[src/rtl/mips_pkg.sv]
// Shared encodings for the memory-port arbiter: bus owner states, tie-break
// preference and master indices.
package mips_pkg;

    typedef enum logic [1:0] {
        IDLE    = 2'd0,
        CPU_OWN = 2'd1,
        LDR_OWN = 2'd2
    } own_t;

    typedef enum logic [1:0] {
        PREF_NONE = 2'd0,
        PREF_CPU  = 2'd1,
        PREF_LDR  = 2'd2
    } pref_t;

    localparam logic M_CPU = 1'b0;
    localparam logic M_LDR = 1'b1;

endpackage

[src/rtl/mem_port_arbiter_arb_pick.sv]
// Two-way tie-break used when both masters request in IDLE.
module arb_pick
    import mips_pkg::*;
#(
    parameter int unsigned CPU_PRIO = 1
) (
    input  pref_t i_prefer,
    input  logic  i_last_served,
    output logic  o_winner
);

    always_comb begin
        o_winner = M_CPU;
        case (i_prefer)
            PREF_CPU: o_winner = M_CPU;
            PREF_LDR: o_winner = M_LDR;
            default: begin
                if (CPU_PRIO != 0) o_winner = M_CPU;
                else               o_winner = (i_last_served == M_CPU) ? M_LDR : M_CPU;
            end
        endcase
    end

endmodule

[src/rtl/mem_port_arbiter.sv]
// Shares one single-port memory between the CPU and the loader, one access
// per cycle, with optional locked bursts bounded by MAX_BURST.
module mem_port_arbiter
    import mips_pkg::*;
#(
    parameter int unsigned ADDR_W    = 32,
    parameter int unsigned DATA_W    = 32,
    parameter int unsigned MAX_BURST = 4,
    parameter int unsigned CPU_PRIO  = 1
) (
    input  logic              clk,
    input  logic              reset,
    input  logic              cpu_req,
    input  logic              cpu_we,
    input  logic [ADDR_W-1:0] cpu_addr,
    input  logic [DATA_W-1:0] cpu_wdata,
    input  logic              cpu_lock,
    output logic              cpu_gnt,
    output logic [DATA_W-1:0] cpu_rdata,
    output logic              cpu_rvalid,
    input  logic              ldr_req,
    input  logic              ldr_we,
    input  logic [ADDR_W-1:0] ldr_addr,
    input  logic [DATA_W-1:0] ldr_wdata,
    input  logic              ldr_lock,
    output logic              ldr_gnt,
    output logic [DATA_W-1:0] ldr_rdata,
    output logic              ldr_rvalid,
    output logic              mem_we,
    output logic [ADDR_W-1:0] mem_addr,
    output logic [DATA_W-1:0] mem_wdata,
    input  logic [DATA_W-1:0] mem_rdata
);

    localparam int unsigned       CNT_W   = (MAX_BURST > 1) ? $clog2(MAX_BURST) : 1;
    localparam logic [CNT_W-1:0]  CNT_MAX = CNT_W'(MAX_BURST - 1);

    own_t              r_state, w_state_nxt;
    pref_t             r_prefer, w_prefer_nxt;
    logic [CNT_W-1:0]  r_cnt, w_cnt_nxt;
    logic              r_last_served;
    logic              r_cpu_rvalid, r_ldr_rvalid;
    logic [DATA_W-1:0] r_cpu_rdata, r_ldr_rdata;
    logic              w_tie_winner;
    logic              w_cpu_gnt, w_ldr_gnt;

    arb_pick #(.CPU_PRIO(CPU_PRIO)) u_pick (
        .i_prefer      (r_prefer),
        .i_last_served (r_last_served),
        .o_winner      (w_tie_winner)
    );

    always_comb begin
        w_cpu_gnt    = 1'b0;
        w_ldr_gnt    = 1'b0;
        w_state_nxt  = r_state;
        w_prefer_nxt = r_prefer;
        w_cnt_nxt    = r_cnt;
        case (r_state)
            IDLE: begin
                if (cpu_req && ldr_req) begin
                    w_cpu_gnt = (w_tie_winner == M_CPU);
                    w_ldr_gnt = (w_tie_winner == M_LDR);
                end else begin
                    w_cpu_gnt = cpu_req;
                    w_ldr_gnt = ldr_req;
                end
                w_cnt_nxt = '0;
                if (w_cpu_gnt || w_ldr_gnt) w_prefer_nxt = PREF_NONE;
                if (w_cpu_gnt && cpu_lock) w_state_nxt = CPU_OWN;
                if (w_ldr_gnt && ldr_lock) w_state_nxt = LDR_OWN;
            end
            CPU_OWN: begin
                // The bus stays held while locked even if the owner is not requesting.
                w_cpu_gnt = cpu_req;
                if (!cpu_lock) begin
                    w_state_nxt = IDLE;
                end else if (r_cnt == CNT_MAX && ldr_req) begin
                    w_state_nxt  = IDLE;
                    w_prefer_nxt = PREF_LDR;
                end else if (r_cnt != CNT_MAX) begin
                    w_cnt_nxt = r_cnt + 1'b1;
                end
            end
            LDR_OWN: begin
                w_ldr_gnt = ldr_req;
                if (!ldr_lock) begin
                    w_state_nxt = IDLE;
                end else if (r_cnt == CNT_MAX && cpu_req) begin
                    w_state_nxt  = IDLE;
                    w_prefer_nxt = PREF_CPU;
                end else if (r_cnt != CNT_MAX) begin
                    w_cnt_nxt = r_cnt + 1'b1;
                end
            end
            default: w_state_nxt = IDLE;
        endcase
    end

    assign cpu_gnt    = w_cpu_gnt & ~reset;
    assign ldr_gnt    = w_ldr_gnt & ~reset;
    assign mem_we     = (cpu_gnt & cpu_we) | (ldr_gnt & ldr_we);
    assign mem_addr   = ldr_gnt ? ldr_addr  : cpu_addr;
    assign mem_wdata  = ldr_gnt ? ldr_wdata : cpu_wdata;
    assign cpu_rdata  = r_cpu_rdata;
    assign cpu_rvalid = r_cpu_rvalid;
    assign ldr_rdata  = r_ldr_rdata;
    assign ldr_rvalid = r_ldr_rvalid;

    always_ff @(posedge clk or posedge reset) begin
        if (reset) begin
            r_state       <= IDLE;
            r_prefer      <= PREF_NONE;
            r_cnt         <= '0;
            r_last_served <= M_LDR;
            r_cpu_rvalid  <= 1'b0;
            r_ldr_rvalid  <= 1'b0;
            r_cpu_rdata   <= '0;
            r_ldr_rdata   <= '0;
        end else begin
            r_state      <= w_state_nxt;
            r_prefer     <= w_prefer_nxt;
            r_cnt        <= w_cnt_nxt;
            r_cpu_rvalid <= w_cpu_gnt & ~cpu_we;
            r_ldr_rvalid <= w_ldr_gnt & ~ldr_we;
            if (w_cpu_gnt) r_last_served <= M_CPU;
            if (w_ldr_gnt) r_last_served <= M_LDR;
            if (w_cpu_gnt && !cpu_we) r_cpu_rdata <= mem_rdata;
            if (w_ldr_gnt && !ldr_we) r_ldr_rdata <= mem_rdata;
        end
    end

endmodule

[config.mk]
export PLATFORM = sky130hd
export DESIGN_NAME = mem_port_arbiter
export DESIGN_NICKNAME = d
export VERILOG_FILES = /design/src/rtl/mips_pkg.sv /design/src/rtl/mem_port_arbiter_arb_pick.sv /design/src/rtl/mem_port_arbiter.sv
export SDC_FILE = /design/constraint.sdc
export NUM_CORES = 1
export LEC_CHECK = 0
export BUFFER_PORTS_ARGS = -buffer_cell sky130_fd_sc_hd__buf_4
export CORE_AREA = 2 2 117 119
export CTS_CLUSTER_SIZE = 10
export DETAILED_ROUTE_END_ITERATION = 12
export DIE_AREA = 0 0 119 121
export PLACE_DENSITY_LB_ADDON = 0.15
export SYNTH_ARGS = -nofsm -noshare
export SYNTH_HDL_FRONTEND = slang
export SYNTH_SLANG_ARGS = --single-unit
[constraint.sdc]
create_clock -name clk -period 2.1 [get_ports clk]
set_clock_uncertainty 0.15 [all_clocks]
set_input_delay 0.105 -clock clk [delete_from_list [all_inputs] [get_ports clk]]
set_output_delay 0.105 -clock clk [all_outputs]
set_load 0.005 [all_outputs]
==> qor.csv <==
stage,metric,value,unit
status,status,"finished, violations left",
status,failing checks,negative setup slack,
finish,share of layout cells above drive strength 1,77.9,%
sta,Rel. slew slack,68.0,%
synth,register area share after synthesis,46.0,%
critical_path,worst path required time,1850,ps
critical_path,Reg-to-Reg End,cpu_rdata[15],
sta,Final period util,115,%
placement,detailed placement HPWL,11500,µm
floorplan,Rows,42,
sta,pins over their slew limit,0,
sta,highest clock rate,0.416,GHz
synth,Synth top cells by count,"mux2_2 (82), dfrtp_1 (72), mux2_4 (49), ha_1 (7), nand2_1 (7)",
synth,Syn Area/Cell,14.8,µm²
global_routing,antenna violations before repair,0,
floorplan,Die Wd,119,µm
synth,"Top FF cell, synth",dfrtp_1,
global_routing,first-pass GRT wire length,22400,µm
clocking,clock root buffer,clkbuf_16,
route,Highest Signal Layer,met4,
clocking,total CTS buffers,9,
route,DR pass1 iterations,6,
route,residual DRC count,0,
synth,"area leader, netlist",dfrtp_1,
critical_path,crit path max fanout,15,
clocking,Num Clock Sinks,72,
synth,most frequent cell after synthesis,mux2_2,
synth,number of flops mapped to enable cells by yosys,0,
clocking,clock buffer depth,2,
min_path,min-delay worst type,primary input to register,
sta,worst slew pin tran,480,ps
sta,RSZ-0062 raised after global routing,yes,
synth,Synth top area share,46.0,%
critical_path,Startpoint Class,register,
route,Antenna Nets Post-Route,0,
route,metal2 WL,8250,µm
placement,GPL Wtd Cong,0.910,
route,routed wl met3,1370,µm
synth,largest cells by area after synthesis,"dfrtp_1 (46%), mux2_2 (24%), mux2_4 (19%), ha_1 (2.2%), buf_6 (1.7%)",
critical_path,r2r setup slk,0,ps
route,Vias per Instance,4.53,
floorplan,Die ar.,14400,µm²
synth,syn_nets,440,
floorplan,Initial Util,29.9,%
finish,nets@finish,813,
sta,Final Hold Vio Count,0,
critical_path,CP Launch Point,r_state[1],
power,Pleak,3.80,nW
synth,Yosys reg bits,72,
route,met1 WL,5730,µm
floorplan,core box area,13100,µm²
route,Vias,3706,
run,Max Cap Viol,0,
floorplan,IO Pins,301,
synth,post-synthesis cell count,265,
sta,fin crit period,2410,ps
sta,setup violation total in the final timing report,64,
critical_path,critical path class,register to output port,
global_routing,Tot GR Track Use,20.5,%
finish,Fill cells,1088,
power,Pwr Density,1050,nW/µm²
floorplan,die height,121,µm
min_path,Min-Delay Startpoint,ldr_lock,
synth,Cell variety after synth,31,
finish,Layout Utilization,58.6,%
clocking,H-tree lvl count,3,
sta,Final WS setup,-306,ps
global_routing,global route overflow,0,
finish,Layout area overhead,95.9,%
route,DRT Wirelength,15700,µm
critical_path,CP Capture Type,output port,
clocking,clk_lat worst skew,330,ps
critical_path,WP data arrival,2150,ps
synth,synthesis warning total,0,
power,Peak supply drop,719,µV
clocking,CTS tree,built,
synth,Post-synth ARST share,100,%
synth,"Cell Area, Synth",3920,µm²
route,DR WL/cell,19.1,µm
finish,antenna diode count,0,
global_routing,vias in the first global route,4003,
sta,Hold WS,71.2,ps
global_routing,largest net degree at the start of global routing,39,
critical_path,reg2reg path depth,9,
critical_path,end point of the critical path,mem_wdata[18],
route,DR iter-0 viols,98,
critical_path,reg-to-reg critical path startpoint,r_state[1],
clocking,clock transition at the registers of the reported paths,60,ps
placement,port bufs,300,
[worst min-delay path by stage]
stage             endpoint  slack [ps]  cells past startpoint
6_report        r_state[1]          70                      3
5_1_grt         cpu_rvalid          80                      4
4_1_cts         r_state[1]          60                      3
3_5_place_dp   r_prefer[1]         170                      3
2_1_floorplan       mem_we          90                      1
3_3_place_gp   r_prefer[0]         160                      3
[layout make-up]
type / count / area (µm²) / share of cell area [%]
timing repair buffer: 375 / 3190 / 41.5
multi-input combinational: 174 / 2140 / 27.9
sequential: 72 / 1800 / 23.5
clock buffer: 9 / 225 / 2.94
tap: 176 / 220 / 2.87
clock inverter: 7 / 72.6 / 0.946
inverter: 6 / 26.3 / 0.342
[cell families after synthesis]
group                      Yosys count  share of synthesized area (%)
muxes                              132                           42.6
DFF                                 72                           46.0
buffers and inverters               19                           3.39
and+or+nand+nor                     19                           2.62
AOI/OAI and AO/OA                   16                           3.13
adders and majority gates            7                           2.24
[flip-flops by register name, indices dropped and copies added (netlist names)]
signal / flops
ldr_rvalid: 1
r_prefer: 2
cpu_rvalid: 1
r_state: 2
r_cnt: 2
cpu_rdata: 32
ldr_rdata: 32
[worst max-delay path, cell delays in order (launching register included)]
cell,delay [ps]
dfrtp_2,440
inv_2,100
ha_4,140
o21a_1,150
o31ai_2,90
nor2_4,110
buf_12,150
buf_12,150
mux2_2,350
buf_4,140
[routing by layer]
layer / up-vias / GRT usage [%]
li1: 1711 / -
met1: 1801 / 21.7
met2: 173 / 37.2
met3: 21 / 8.22
met4: 0 / 6.55
met5: - / 0
[metrics by stage]
stage	power, mW	TNS, ps	setup slack [ps]	std cells	area, µm²
floorplan	3.91	0	72.0	265	3920
global placement	5.88	-1180	-29.7	749	6550
detailed placement	5.96	-4440	-70.1	749	6550
CTS	7.79	-24220	-354	807	7390
global route	8.52	-26020	-400	819	7670
finish	8.05	-17680	-306	819	7670
[timing repair]
action                                 4_1_cts  5_1_grt
hold buffers                                34        0
gates resized for setup                      9       34
gates cloned                                 4        5
setup endpoints to repair                  127      132
buffers inserted                             5        8
pin swaps                                    1        3
endpoints found under the hold margin      137        0
[cell usage in the layout, fill, tap and decap left out, types with 2 or more instances in the layout]
master / instances
clkbuf_16: 13
dlygate4sd3_1: 34
nand3_1: 2
buf_16: 3
clkinv_4: 2
inv_1: 2
mux2_2: 57
mux2_4: 74
o21ai_0: 3
ha_1: 4
ha_4: 3
nor2_4: 2
a21oi_1: 2
clkinv_2: 2
buf_12: 11
inv_2: 3
a21o_1: 2
and3_1: 2
dfrtp_1: 71
nor2b_1: 2
buf_6: 3
clkinvlp_4: 3
nand2_1: 7
buf_4: 319
[power by group]
| part | internal, mW | switching (mW) | total [mW] |
|---|---|---|---|
| Sequential | 2.07 | 0.383 | 2.45 |
| Clock | 0.918 | 0.590 | 1.51 |
| Combinational | 2.73 | 1.37 | 4.10 |
| Total | 5.71 | 2.34 | 8.05 |
Power figures use the tool's default switching activity.
